## config.mk

```make
export PLATFORM = sky130hd
export DESIGN_NAME = strobe_gen
export DESIGN_NICKNAME = d
export VERILOG_FILES = /design/src/rtl/strobe_gen.sv
export SDC_FILE = /design/constraint.sdc
export NUM_CORES = 1
export LEC_CHECK = 0
export CAP_MARGIN = 20
export CORE_ASPECT_RATIO = 0.75
export CORE_MARGIN = 5
export CORE_UTILIZATION = 50
export CTS_CLUSTER_DIAMETER = 120
export DETAILED_ROUTE_END_ITERATION = 10
export PLACE_DENSITY = 0.75
export SETUP_SLACK_MARGIN = 0.15
export SLEW_MARGIN = 20
export SYNTH_ARGS = -nofsm -noshare
export SYNTH_HDL_FRONTEND = slang
export SYNTH_SLANG_ARGS = --single-unit
```

## constraint.sdc

```tcl
create_clock -name clk -period 4.2 [get_ports clk]
set_clock_uncertainty 0.15 [all_clocks]
set_input_delay 0.84 -clock clk [delete_from_list [all_inputs] [get_ports clk]]
set_output_delay 0.84 -clock clk [all_outputs]
set_load 0.005 [all_outputs]
```

## src/rtl/strobe_gen.sv

```systemverilog
// strobe_gen: programmable enable-strobe generator.
// After an accepted start, waits `offset` cycles and then emits a one-cycle
// `en` every `interval+1` clocks. It stops after `burst_len` strobes
// (0 = run until stopped), or when `stop` or `rst` is seen.
module strobe_gen #(
    parameter int CNT_W   = 16,
    parameter int BURST_W = 16
) (
    input  logic               clk,
    input  logic               rst,
    input  logic               start,
    input  logic               stop,
    input  logic [CNT_W-1:0]   interval,
    input  logic [CNT_W-1:0]   offset,
    input  logic [BURST_W-1:0] burst_len,
    output logic               en,
    output logic               busy,
    output logic               done,
    output logic [BURST_W-1:0] pulse_cnt
);

    typedef enum logic [1:0] {
        IDLE  = 2'd0,
        DELAY = 2'd1,
        RUN   = 2'd2
    } state_t;

    state_t             state_q, state_d;
    logic [CNT_W-1:0]   cnt_q,   cnt_d;
    logic [CNT_W-1:0]   ival_q,  ival_d;
    logic [CNT_W-1:0]   off_q,   off_d;
    logic [BURST_W-1:0] blen_q,  blen_d;
    logic [BURST_W-1:0] pcnt_q,  pcnt_d;
    logic               en_q,    en_d;
    logic               busy_q,  busy_d;
    logic               done_q,  done_d;

    logic [BURST_W-1:0] pcnt_inc;
    logic               last_strobe;
    logic               delay_end;
    logic               period_end;

    // Helper terms: the strobe about to be emitted is the last one when the
    // incremented count reaches a non-zero burst length.
    always_comb begin
        pcnt_inc    = pcnt_q + BURST_W'(1);
        last_strobe = (blen_q != '0) && (pcnt_inc == blen_q);
        delay_end   = (cnt_q == off_q - CNT_W'(1));
        period_end  = (cnt_q == ival_q);
    end

    // Next-state, counter and output logic. The counter never passes the
    // latched interval, so it cannot wrap even at the all-ones interval.
    always_comb begin
        state_d = state_q;
        cnt_d   = cnt_q;
        ival_d  = ival_q;
        off_d   = off_q;
        blen_d  = blen_q;
        pcnt_d  = pcnt_q;
        en_d    = 1'b0;
        done_d  = 1'b0;

        case (state_q)
            IDLE: begin
                // stop blocks a start in the same cycle.
                if (start && !stop) begin
                    ival_d  = interval;
                    off_d   = offset;
                    blen_d  = burst_len;
                    cnt_d   = '0;
                    pcnt_d  = '0;
                    state_d = (offset != '0) ? DELAY : RUN;
                end
            end
            DELAY: begin
                if (stop) begin
                    cnt_d   = '0;
                    state_d = IDLE;
                end else if (delay_end) begin
                    cnt_d   = '0;
                    state_d = RUN;
                end else begin
                    cnt_d = cnt_q + CNT_W'(1);
                end
            end
            RUN: begin
                // stop beats a strobe or done due in the same cycle.
                if (stop) begin
                    cnt_d   = '0;
                    state_d = IDLE;
                end else if (period_end) begin
                    cnt_d  = '0;
                    en_d   = 1'b1;
                    pcnt_d = pcnt_inc;
                    if (last_strobe) begin
                        done_d  = 1'b1;
                        state_d = IDLE;
                    end
                end else begin
                    cnt_d = cnt_q + CNT_W'(1);
                end
            end
            default: begin
                cnt_d   = '0;
                state_d = IDLE;
            end
        endcase

        busy_d = (state_d != IDLE);
    end

    // State and output registers.
    always_ff @(posedge clk) begin
        if (rst) begin
            state_q <= IDLE;
            cnt_q   <= '0;
            ival_q  <= '0;
            off_q   <= '0;
            blen_q  <= '0;
            pcnt_q  <= '0;
            en_q    <= 1'b0;
            busy_q  <= 1'b0;
            done_q  <= 1'b0;
        end else begin
            state_q <= state_d;
            cnt_q   <= cnt_d;
            ival_q  <= ival_d;
            off_q   <= off_d;
            blen_q  <= blen_d;
            pcnt_q  <= pcnt_d;
            en_q    <= en_d;
            busy_q  <= busy_d;
            done_q  <= done_d;
        end
    end

    assign en        = en_q;
    assign busy      = busy_q;
    assign done      = done_q;
    assign pulse_cnt = pcnt_q;

endmodule

```

==> impl_metrics.toml, run 1 <==
[global_routing]
grt_first_pass_wirelength_mm = 21.9
use_met3 = 0.0566
grt_pass1_vias = 4539
gr-usage-met1 = 0.317
busiest_layer = "met2"
groute.layer.met2.usage = 0.331
antenna_found_initial = 0
grtUsageTotal = 0.222
gr-total-overflow = 0
grt_max_degree = 84

[critical_path]
reg2regPathDepth = 9
path_class = "reg -> reg"
worstPathRequired_ps = 4280
cp_max_fo = 8
end_kind = "flop"
startpoint_type = "flop"
critPathArrivalTime_ps = 3360

[timing]
setup_viol = 0
min_period_over_period = 0.780
rsz0062_at_grt = "no"
tightest_slew_ps = 867
drv_slew = 0
min_period_ps = 3280
max_clock_freq_mhz = 305
slew_headroom = 0.422
final.setup.tns_ps = 0
finalHoldViolCount = 0

[cells_and_area]
antennaDiodeCount = 0
final_cell_mix = "nand2_1 (135), dfxtp_1 (85), a21oi_1 (71)"
n_fill_cell = 857
drive_gt1_frac = 0.0496
stdcell_count = 837
layout_commonest_cell = "nand2_1"
layout.nets = 759
area_growth_pct = 20.9

[clock_tree]
post-cts-setup-buffers = 0
cts_buffer_depth = 2
htreeDepth = 3
clock_sinks = 85
cts_tree = "built"
post_cts_resize_count = 0
root_buffer = "clkbuf_16"
clkLatencyLatePin_ps = 350
cts-hold-fix-buffers = 0
numCtsBuffers = 9
path_clk_slew_ps = 70

[synthesis]
synth_top_area_cell = "dfxtp_1"
synth_edf_count = 0
async_flop_share = 0
synthesis.area_um2 = 4940
synth_seq_area_share = 0.345
synth_cells = 663
ys_warn_count = 0
synthDominantCellAreaShare = 0.345
synthTopCellsByArea = "dfxtp_1 (34%), nand2_1 (10%), xnor2_1 (8.2%)"
ys.flop_type = "dfxtp_1"
syn_nets = 722
synth.distinct_cells = 58
ys_ff_latch = 85
avgSynthCellArea_um2 = 7.45

[power_and_ir_drop]
swShare = 0.249
ir_worst_vdd_mv = 0.203
clock_power_share = 0.433
power.total_mw = 1.99
seqPwrFrac = 0.430
p_leak_nw = 2.01
combPwrFrac = 0.137
switchingPower_mw = 0.497
internal_power_mw = 1.50
power_per_cell_area_nw_per_um2 = 334

[detailed_routing]
viasPerCell = 5.80
dr.pass1.iters = 5
ant_nets = 0
wire_per_inst_um = 16.0
drcViolationCount = 0
vias = 4853
drt_iter0_drc = 487
routed_wl_mm = 13.4

[placement]
place_congestion = 0.911
place_hpwl_mm = 9.59
dp.cells = 821
port_buffers = 70

[job]
drv_cap = 0

[min_path]
min-delay-path-class = "reg -> reg"
hold_depth = 2

[run_status]
outcome = "completed"

[floorplan]
design.die.area_um2 = 12000
die_y_um = 96.1
fp.dieW_um = 125
design.core.area_um2 = 9660
ios = 71
initial_core_util = 0.511
num_rows = 31
-- stage by stage --
stage | area (µm²) | hold slack (ps) | utilization | worst slack, ps
after floorplan | 4940 | 299 | - | 1250
after global placement | 5640 | 308 | 0.584 | 874
after detailed placement | 5640 | 313 | 0.584 | 839
after CTS | 5970 | 321 | 0.618 | 951
after global routing | 5970 | 337 | 0.618 | 636
final | 5970 | 319 | 0.618 | 924
-- power by group through the flow --
stage | Sequential (mW) | Clock [mW] | Combinational (mW)
2_1_floorplan | 0.864 | 0 | 0.185
6_report | 0.858 | 0.863 | 0.273
3_3_place_gp | 0.874 | 0 | 0.263
4_1_cts | 0.857 | 0.876 | 0.273
5_1_grt | 0.862 | 0.909 | 0.301
3_5_place_dp | 0.875 | 0 | 0.270
-- cells by family (layout without fill, tap and decap cells) --
logic type,Yosys count,in the layout,share of synthesized area
AOI/OAI and AO/OA,144,144,0.174
xor gates and xnor gates,57,57,0.101
adders and majority gates,7,7,0.0177
buffers and inverters,57,99,0.0479
DFF,85,85,0.345
muxes,4,4,0.00811
and+or+nand+nor,309,309,0.307
-- state kept, by name, summed over array words and instances (netlist names) --
signal     flops
blen_q        16
busy           1
cnt_q         16
done           1
en             1
ival_q        16
off_q         16
pulse_cnt     16
state_q        2
-- path summary, 6_finish.rpt --
| kind | slack (ps) | endpoint | start |
|---|---|---|---|
| worst max-delay path | 920 | busy$_SDFF_PP0_ | pulse_cnt[0]$_SDFFE_PP0P_ |
| worst min-delay path | 320 | ival_q[3]$_SDFFE_PP0P_ | ival_q[3]$_SDFFE_PP0P_ |
| worst max register to register | 920 | busy$_SDFF_PP0_ | pulse_cnt[0]$_SDFFE_PP0P_ |
| worst min register to register | 320 | ival_q[3]$_SDFFE_PP0P_ | ival_q[3]$_SDFFE_PP0P_ |
-- area by class of cell --
type / instances / area, µm² / share of cell area
multi-input combinational: 521 / 3010 / 0.504
tap: 132 / 165 / 0.0277
inverter: 7 / 26.3 / 0.00440
timing repair buffer: 76 / 741 / 0.124
clock buffer: 11 / 243 / 0.0407
sequential: 85 / 1700 / 0.285
clock inverter: 5 / 83.8 / 0.0140
-- critical path: stages, from the launching register on --
cell	delay (ps)
dfxtp_1	470
ha_1	350
nand3_1	230
nor4_1	480
xnor2_1	130
a221oi_1	340
nand3_1	150
or3_1	330
a22o_1	200
a221o_1	330
-- cells in the mapped netlist, types with 3 or more instances --
library cell,count
a21oi_1,71
a31oi_1,28
and2_1,3
and3_1,8
buf_1,6
buf_2,6
clkbuf_1,36
dfxtp_1,85
ha_1,7
inv_1,7
mux2i_1,4
nand2_1,135
nand2b_1,6
nand3_1,16
nand3b_1,5
nand4_1,18
nor2_1,47
nor2b_1,8
nor3_1,12
nor4_1,19
o21ai_0,18
or2_2,3
or3_1,9
or4_1,6
xnor2_1,46
xor2_1,11
-- layer usage --
metal,vias to the layer above,part of all wire
met1,2219,0.48
met5,-,0
li1,2401,-
met2,215,0.42
met3,18,0.085
met4,0,0.013
Power figures use the tool's default switching activity.
==> run 2, diff against run 1 <==
==> constraint.sdc (replaced) <==
create_clock -name clk -period 3.2 [get_ports clk]
set_clock_uncertainty 0.15 [all_clocks]
set_input_delay 0.64 -clock clk [delete_from_list [all_inputs] [get_ports clk]]
set_output_delay 0.64 -clock clk [all_outputs]
set_load 0.005 [all_outputs]
==> impl_metrics.toml, run 2 (synthesized netlist as in run 1, its figures left out) <==
[critical_path]
startpoint_type = "flop"
r2r_end = "busy$_SDFF_PP0_"
cp.buffers_inverters = 1
path_class = "reg -> reg"
critPathArrivalTime_ps = 3020
cp_max_fo = 5
worstPathRequired_ps = 3280
rrSetupSlack_ps = 260
end_kind = "flop"
reg2regPathDepth = 9
r2r-start = "pulse_cnt[1]$_SDFFE_PP0P_"
cpLargestDelayFamily = "simple AND/OR/NAND/NOR gates"
cp_slowest_cell = "or4_4"
cp_cell_sequence = "buf_4 > nand4_1 > or4_4 > a31o_2 > nand2_1 > nand4_1 > or3_1 > a22o_1 > a221o_1"
cp_slowest_stage_delay_ps = 610
path_common_cell = "nand4_1"

[floorplan]
design.core.area_um2 = 9660
design.die.area_um2 = 12000
num_rows = 31
ios = 71
die_y_um = 96.1
fp.dieW_um = 125
initial_core_util = 0.511

[timing]
max_clock_freq_mhz = 340
min_period_over_period = 0.918
rsz0062_at_grt = "no"
min_period_ps = 2940
drv_slew = 0
finalHoldViolCount = 0
final.setup.tns_ps = 0
setup_viol = 0
tightest_slew_ps = 634
slew_headroom = 0.577

[clock_tree]
cts_tree = "built"
cts-hold-fix-buffers = 0
clock_sinks = 85
htreeDepth = 3
cts_buffer_depth = 2
numCtsBuffers = 9
path_clk_slew_ps = 60
clkLatencyLatePin_ps = 340
root_buffer = "clkbuf_16"

[min_path]
min-delay-path-class = "reg -> reg"
hold_depth = 2
min_delay_worst_endpoint = "ival_q[13]$_SDFFE_PP0P_"
holdCritStartpoint = "ival_q[13]$_SDFFE_PP0P_"

[global_routing]
groute.layer.met2.usage = 0.357
grt_first_pass_wirelength_mm = 23.3
gr-total-overflow = 0
antenna_found_initial = 0
gr-usage-met1 = 0.329
grtUsageTotal = 0.238
grt_max_degree = 51
grt_pass1_vias = 4795
busiest_layer = "met2"
use_met3 = 0.0710

[job]
drv_cap = 0

[placement]
place_hpwl_mm = 10.2
port_buffers = 70
place_congestion = 0.938
dp.cells = 843

[power_and_ir_drop]
power_per_cell_area_nw_per_um2 = 416
p_leak_nw = 2.14
ir_worst_vdd_mv = 0.335

[cells_and_area]
area_growth_pct = 25.1
final_cell_mix = "nand2_1 (134), dfxtp_1 (81), a21oi_1 (71)"
stdcell_count = 861
layout.nets = 783
drive_gt1_frac = 0.0988
antennaDiodeCount = 0
layout_commonest_cell = "nand2_1"

[detailed_routing]
routed_wl_mm = 14.2
viasPerCell = 5.85
ant_nets = 0
wire_per_inst_um = 16.5
drcViolationCount = 0
drt_iter0_drc = 461
dr.pass1.iters = 5
vias = 5038

[run_status]
outcome = "completed"
## run 2: cell count changes in the layout (fill, tap and decap cells not counted), sizes merged
cell and delta:
clkinvlp -2, clkbuf +2, bufinv -1, clkinv +1
buf +24
## run 2: worst register-to-register path: stages, from the launching register on
cell     delay, ps
dfxtp_2        360
buf_4          140
nand4_1        220
or4_4          610
a31o_2         230
nand2_1         60
nand4_1        120
or3_1          400
a22o_1         210
a221o_1        340
## run 2: timing repair
item                                    in CTS  in global routing
hold endpoints to repair                     0                  0
resized for setup                            2                 13
gates cloned                                 0                  0
setup buffers                                0                  2
pin swaps                                    0                  5
endpoints found under the setup margin      10                 18
## run 2: report_power, final
group,switching [mW],internal [mW]
sequential,0.0371,1.09
clock,0.411,0.648
combinational,0.201,0.182
total,0.649,1.92
## run 2: metrics by stage
step | setup WS [ps] | hold slack [ps] | cell area (µm²) | utilization | total power [mW]
2_1_floorplan | 252 | 299 | 4940 | - | 1.38
3_3_place_gp | 237 | 309 | 5810 | 0.601 | 1.50
3_5_place_dp | 158 | 316 | 5810 | 0.601 | 1.51
4_1_cts | 145 | 324 | 6120 | 0.633 | 2.57
5_1_grt | 152 | 342 | 6180 | 0.640 | 2.67
6_report | 262 | 320 | 6180 | 0.640 | 2.57
## run 2: final cells by class
cell class | count | area [µm²]
tap | 132 | 165
clock buffer | 13 | 260
multi-input combinational | 521 | 3050
sequential | 85 | 1710
timing repair buffer | 100 | 925
fill | 830 | 3480
inverter | 7 | 26.3
clock inverter | 3 | 43.8
## run 2: worst max-delay path by stage
stage | start | end | slack, ps | cells after the start
finish | pulse_cnt[1]$_SDFFE_PP0P_ | busy$_SDFF_PP0_ | 260 | 9
global route | off_q[5]$_SDFFE_PP0P_ | cnt_q[11]$_SDFFE_PP0N_ | 150 | 9
CTS | off_q[0]$_SDFFE_PP0P_ | cnt_q[11]$_SDFFE_PP0N_ | 150 | 11
detailed placement | pulse_cnt[2]$_SDFFE_PP0P_ | busy$_SDFF_PP0_ | 160 | 8
global placement | pulse_cnt[2]$_SDFFE_PP0P_ | busy$_SDFF_PP0_ | 240 | 8
floorplan | pulse_cnt[0]$_SDFFE_PP0P_ | busy$_SDFF_PP0_ | 250 | 10
## run 2: routing by layer
metal	vias to the layer above	wire length, µm
met5	-	0
met2	219	6070
met4	0	158
li1	2450	-
met3	15	1280
met1	2354	6690
==> run 3, diff against run 2 <==
--- a/config.mk
+++ b/config.mk
@@ -11,9 +11,11 @@
 export CORE_UTILIZATION = 50
 export CTS_CLUSTER_DIAMETER = 120
 export DETAILED_ROUTE_END_ITERATION = 10
-export PLACE_DENSITY = 0.75
+export DONT_BUFFER_PORTS = 1
+export PLACE_DENSITY = 0.66
 export SETUP_SLACK_MARGIN = 0.15
 export SLEW_MARGIN = 20
 export SYNTH_ARGS = -nofsm -noshare
 export SYNTH_HDL_FRONTEND = slang
 export SYNTH_SLANG_ARGS = --single-unit
+export TNS_END_PERCENT = 50
==> impl_metrics.toml, run 3 (synthesized netlist as in run 1, its figures left out) <==
[clock_tree]
path_clk_slew_ps = 70
root_buffer = "clkbuf_16"
cts_buffer_depth = 2
clock_sinks = 85
clkLatencyLatePin_ps = 340
htreeDepth = 3
cts_tree = "built"
numCtsBuffers = 9

[cells_and_area]
n_fill_cell = 911
layout.nets = 714
multi_input_area_um2 = 3050
utilization = 0.569
drive_gt1_frac = 0.103
layout_commonest_cell = "nand2_1"
seq_area_um2 = 1700
final_cell_mix = "nand2_1 (135), dfxtp_1 (84), a21oi_1 (71)"
antennaDiodeCount = 0
final_cell_area_um2 = 5490
area_growth_pct = 11.2

[timing]
min_period_over_period = 0.914
finalHoldViolCount = 0
min_period_ps = 2930
setup_viol = 0
tightest_slew_ps = 772
setup_slack_ps = 274
rsz0062_at_grt = "no"
fin_hold_ws_ps = 220
final.setup.tns_ps = 0
max_clock_freq_mhz = 342
drv_slew = 0
slew_headroom = 0.481

[detailed_routing]
vias = 4733
routed_wl_mm = 13.8
dr.pass1.iters = 5
wire_per_inst_um = 17.5
drt_iter0_drc = 414
drcViolationCount = 0
viasPerCell = 5.98
ant_nets = 0

[floorplan]
design.die.area_um2 = 12000
die_y_um = 96.1
design.core.area_um2 = 9660
initial_core_util = 0.511
ios = 71
fp.dieW_um = 125
num_rows = 31

[placement]
place_hpwl_mm = 10.1
place_ws_ps = 184
place_congestion = 0.875
port_buffers = 0
placed_cell_area_um2 = 5110

[power_and_ir_drop]
power_per_cell_area_nw_per_um2 = 457
internal_power_mw = 1.87
swShare = 0.255
seqPwrFrac = 0.447
ir_worst_vdd_mv = 0.355
clock_power_share = 0.432
combPwrFrac = 0.121
p_leak_nw = 1.88
switchingPower_mw = 0.639

[global_routing]
gr-total-overflow = 0
grt_pass1_vias = 4369
antenna_found_initial = 0
grt_max_degree = 85
grtUsageTotal = 0.229
grt_first_pass_wirelength_mm = 22.1

[critical_path]
cp.buffers_inverters = 1
path_class = "reg -> reg"
startpoint_type = "flop"
reg2regPathDepth = 9
worstPathRequired_ps = 3280
rrSetupSlack_ps = 270
r2r-start = "pulse_cnt[1]$_SDFFE_PP0P_"
path_common_cell = "nand4_1"
cp_slowest_cell = "or4_4"
r2r_end = "busy$_SDFF_PP0_"
end_kind = "flop"
critPathArrivalTime_ps = 3000
cp_max_fo = 5
cpLargestDelayFamily = "simple AND/OR/NAND/NOR gates"
cp_slowest_stage_delay_ps = 640
cp_cell_sequence = "buf_6 > nand4_1 > or4_4 > a31o_2 > nand2_1 > nand4_1 > or3_1 > a22o_1 > a221o_1"

[run_status]
outcome = "completed"

[min_path]
hold_depth = 1
holdCritStartpoint = "rst"
min-delay-path-class = "in -> reg"
min_delay_worst_endpoint = "off_q[14]$_SDFFE_PP0P_"

[job]
drv_cap = 0
run 3: cell types whose count changed in the layout (fill, tap and decap cells not counted), moves of 2 or more:
cell	change
clkdlybuf4s50_1	-69
clkinvlp_4	+2
dfxtp_1	+3
dfxtp_2	-3
run 3: timing repair:
action | CTS | global route
hold buffers | 0 | 0
setup endpoints to repair | 0 | 15
resized for setup | 0 | 11
setup buffers | 0 | 3
run 3: per-stage QoR:
stage	std cells	power, mW
after floorplan	663	1.38
final	792	2.51
after global placement	773	1.42
after CTS	789	2.51
after global routing	792	2.60
after detailed placement	773	1.43
run 3: worst max path at each step:
stage	from	end	slack (ps)	depth (start not counted)
6_report	pulse_cnt[1]$_SDFFE_PP0P_	busy$_SDFF_PP0_	270	9
5_1_grt	off_q[0]$_SDFFE_PP0P_	busy$_SDFF_PP0_	150	11
4_1_cts	off_q[0]$_SDFFE_PP0P_	busy$_SDFF_PP0_	200	8
3_5_place_dp	off_q[0]$_SDFFE_PP0P_	busy$_SDFF_PP0_	180	8
3_3_place_gp	off_q[0]$_SDFFE_PP0P_	busy$_SDFF_PP0_	240	8
2_1_floorplan	pulse_cnt[0]$_SDFFE_PP0P_	busy$_SDFF_PP0_	250	10
run 3: cell type report:
| class | instances | area share |
|---|---|---|
| clock buffers | 12 | 0.0467 |
| clock inverters | 4 | 0.00980 |
| inverters | 7 | 0.00478 |
| multi-input cells | 521 | 0.555 |
| flip-flops and latches | 85 | 0.310 |
| well taps | 132 | 0.0301 |
| repair buffers | 31 | 0.0431 |
run 3: layer usage:
layer	track usage	vias to the layer above	routed length [µm]
met2	0.326	181	5620
li1	-	2315	-
met1	0.329	2223	6830
met5	0	-	0
met4	0.0584	0	136
met3	0.0788	14	1240
run 3: power by group through the flow:
stage                     Sequential (mW)  Combinational, mW  Clock [mW]
after global routing                 1.13              0.335        1.14
after floorplan                      1.13              0.242           0
after CTS                            1.12              0.287        1.10
after global placement               1.14              0.279           0
after detailed placement             1.14              0.286           0
final                                1.12              0.303        1.08
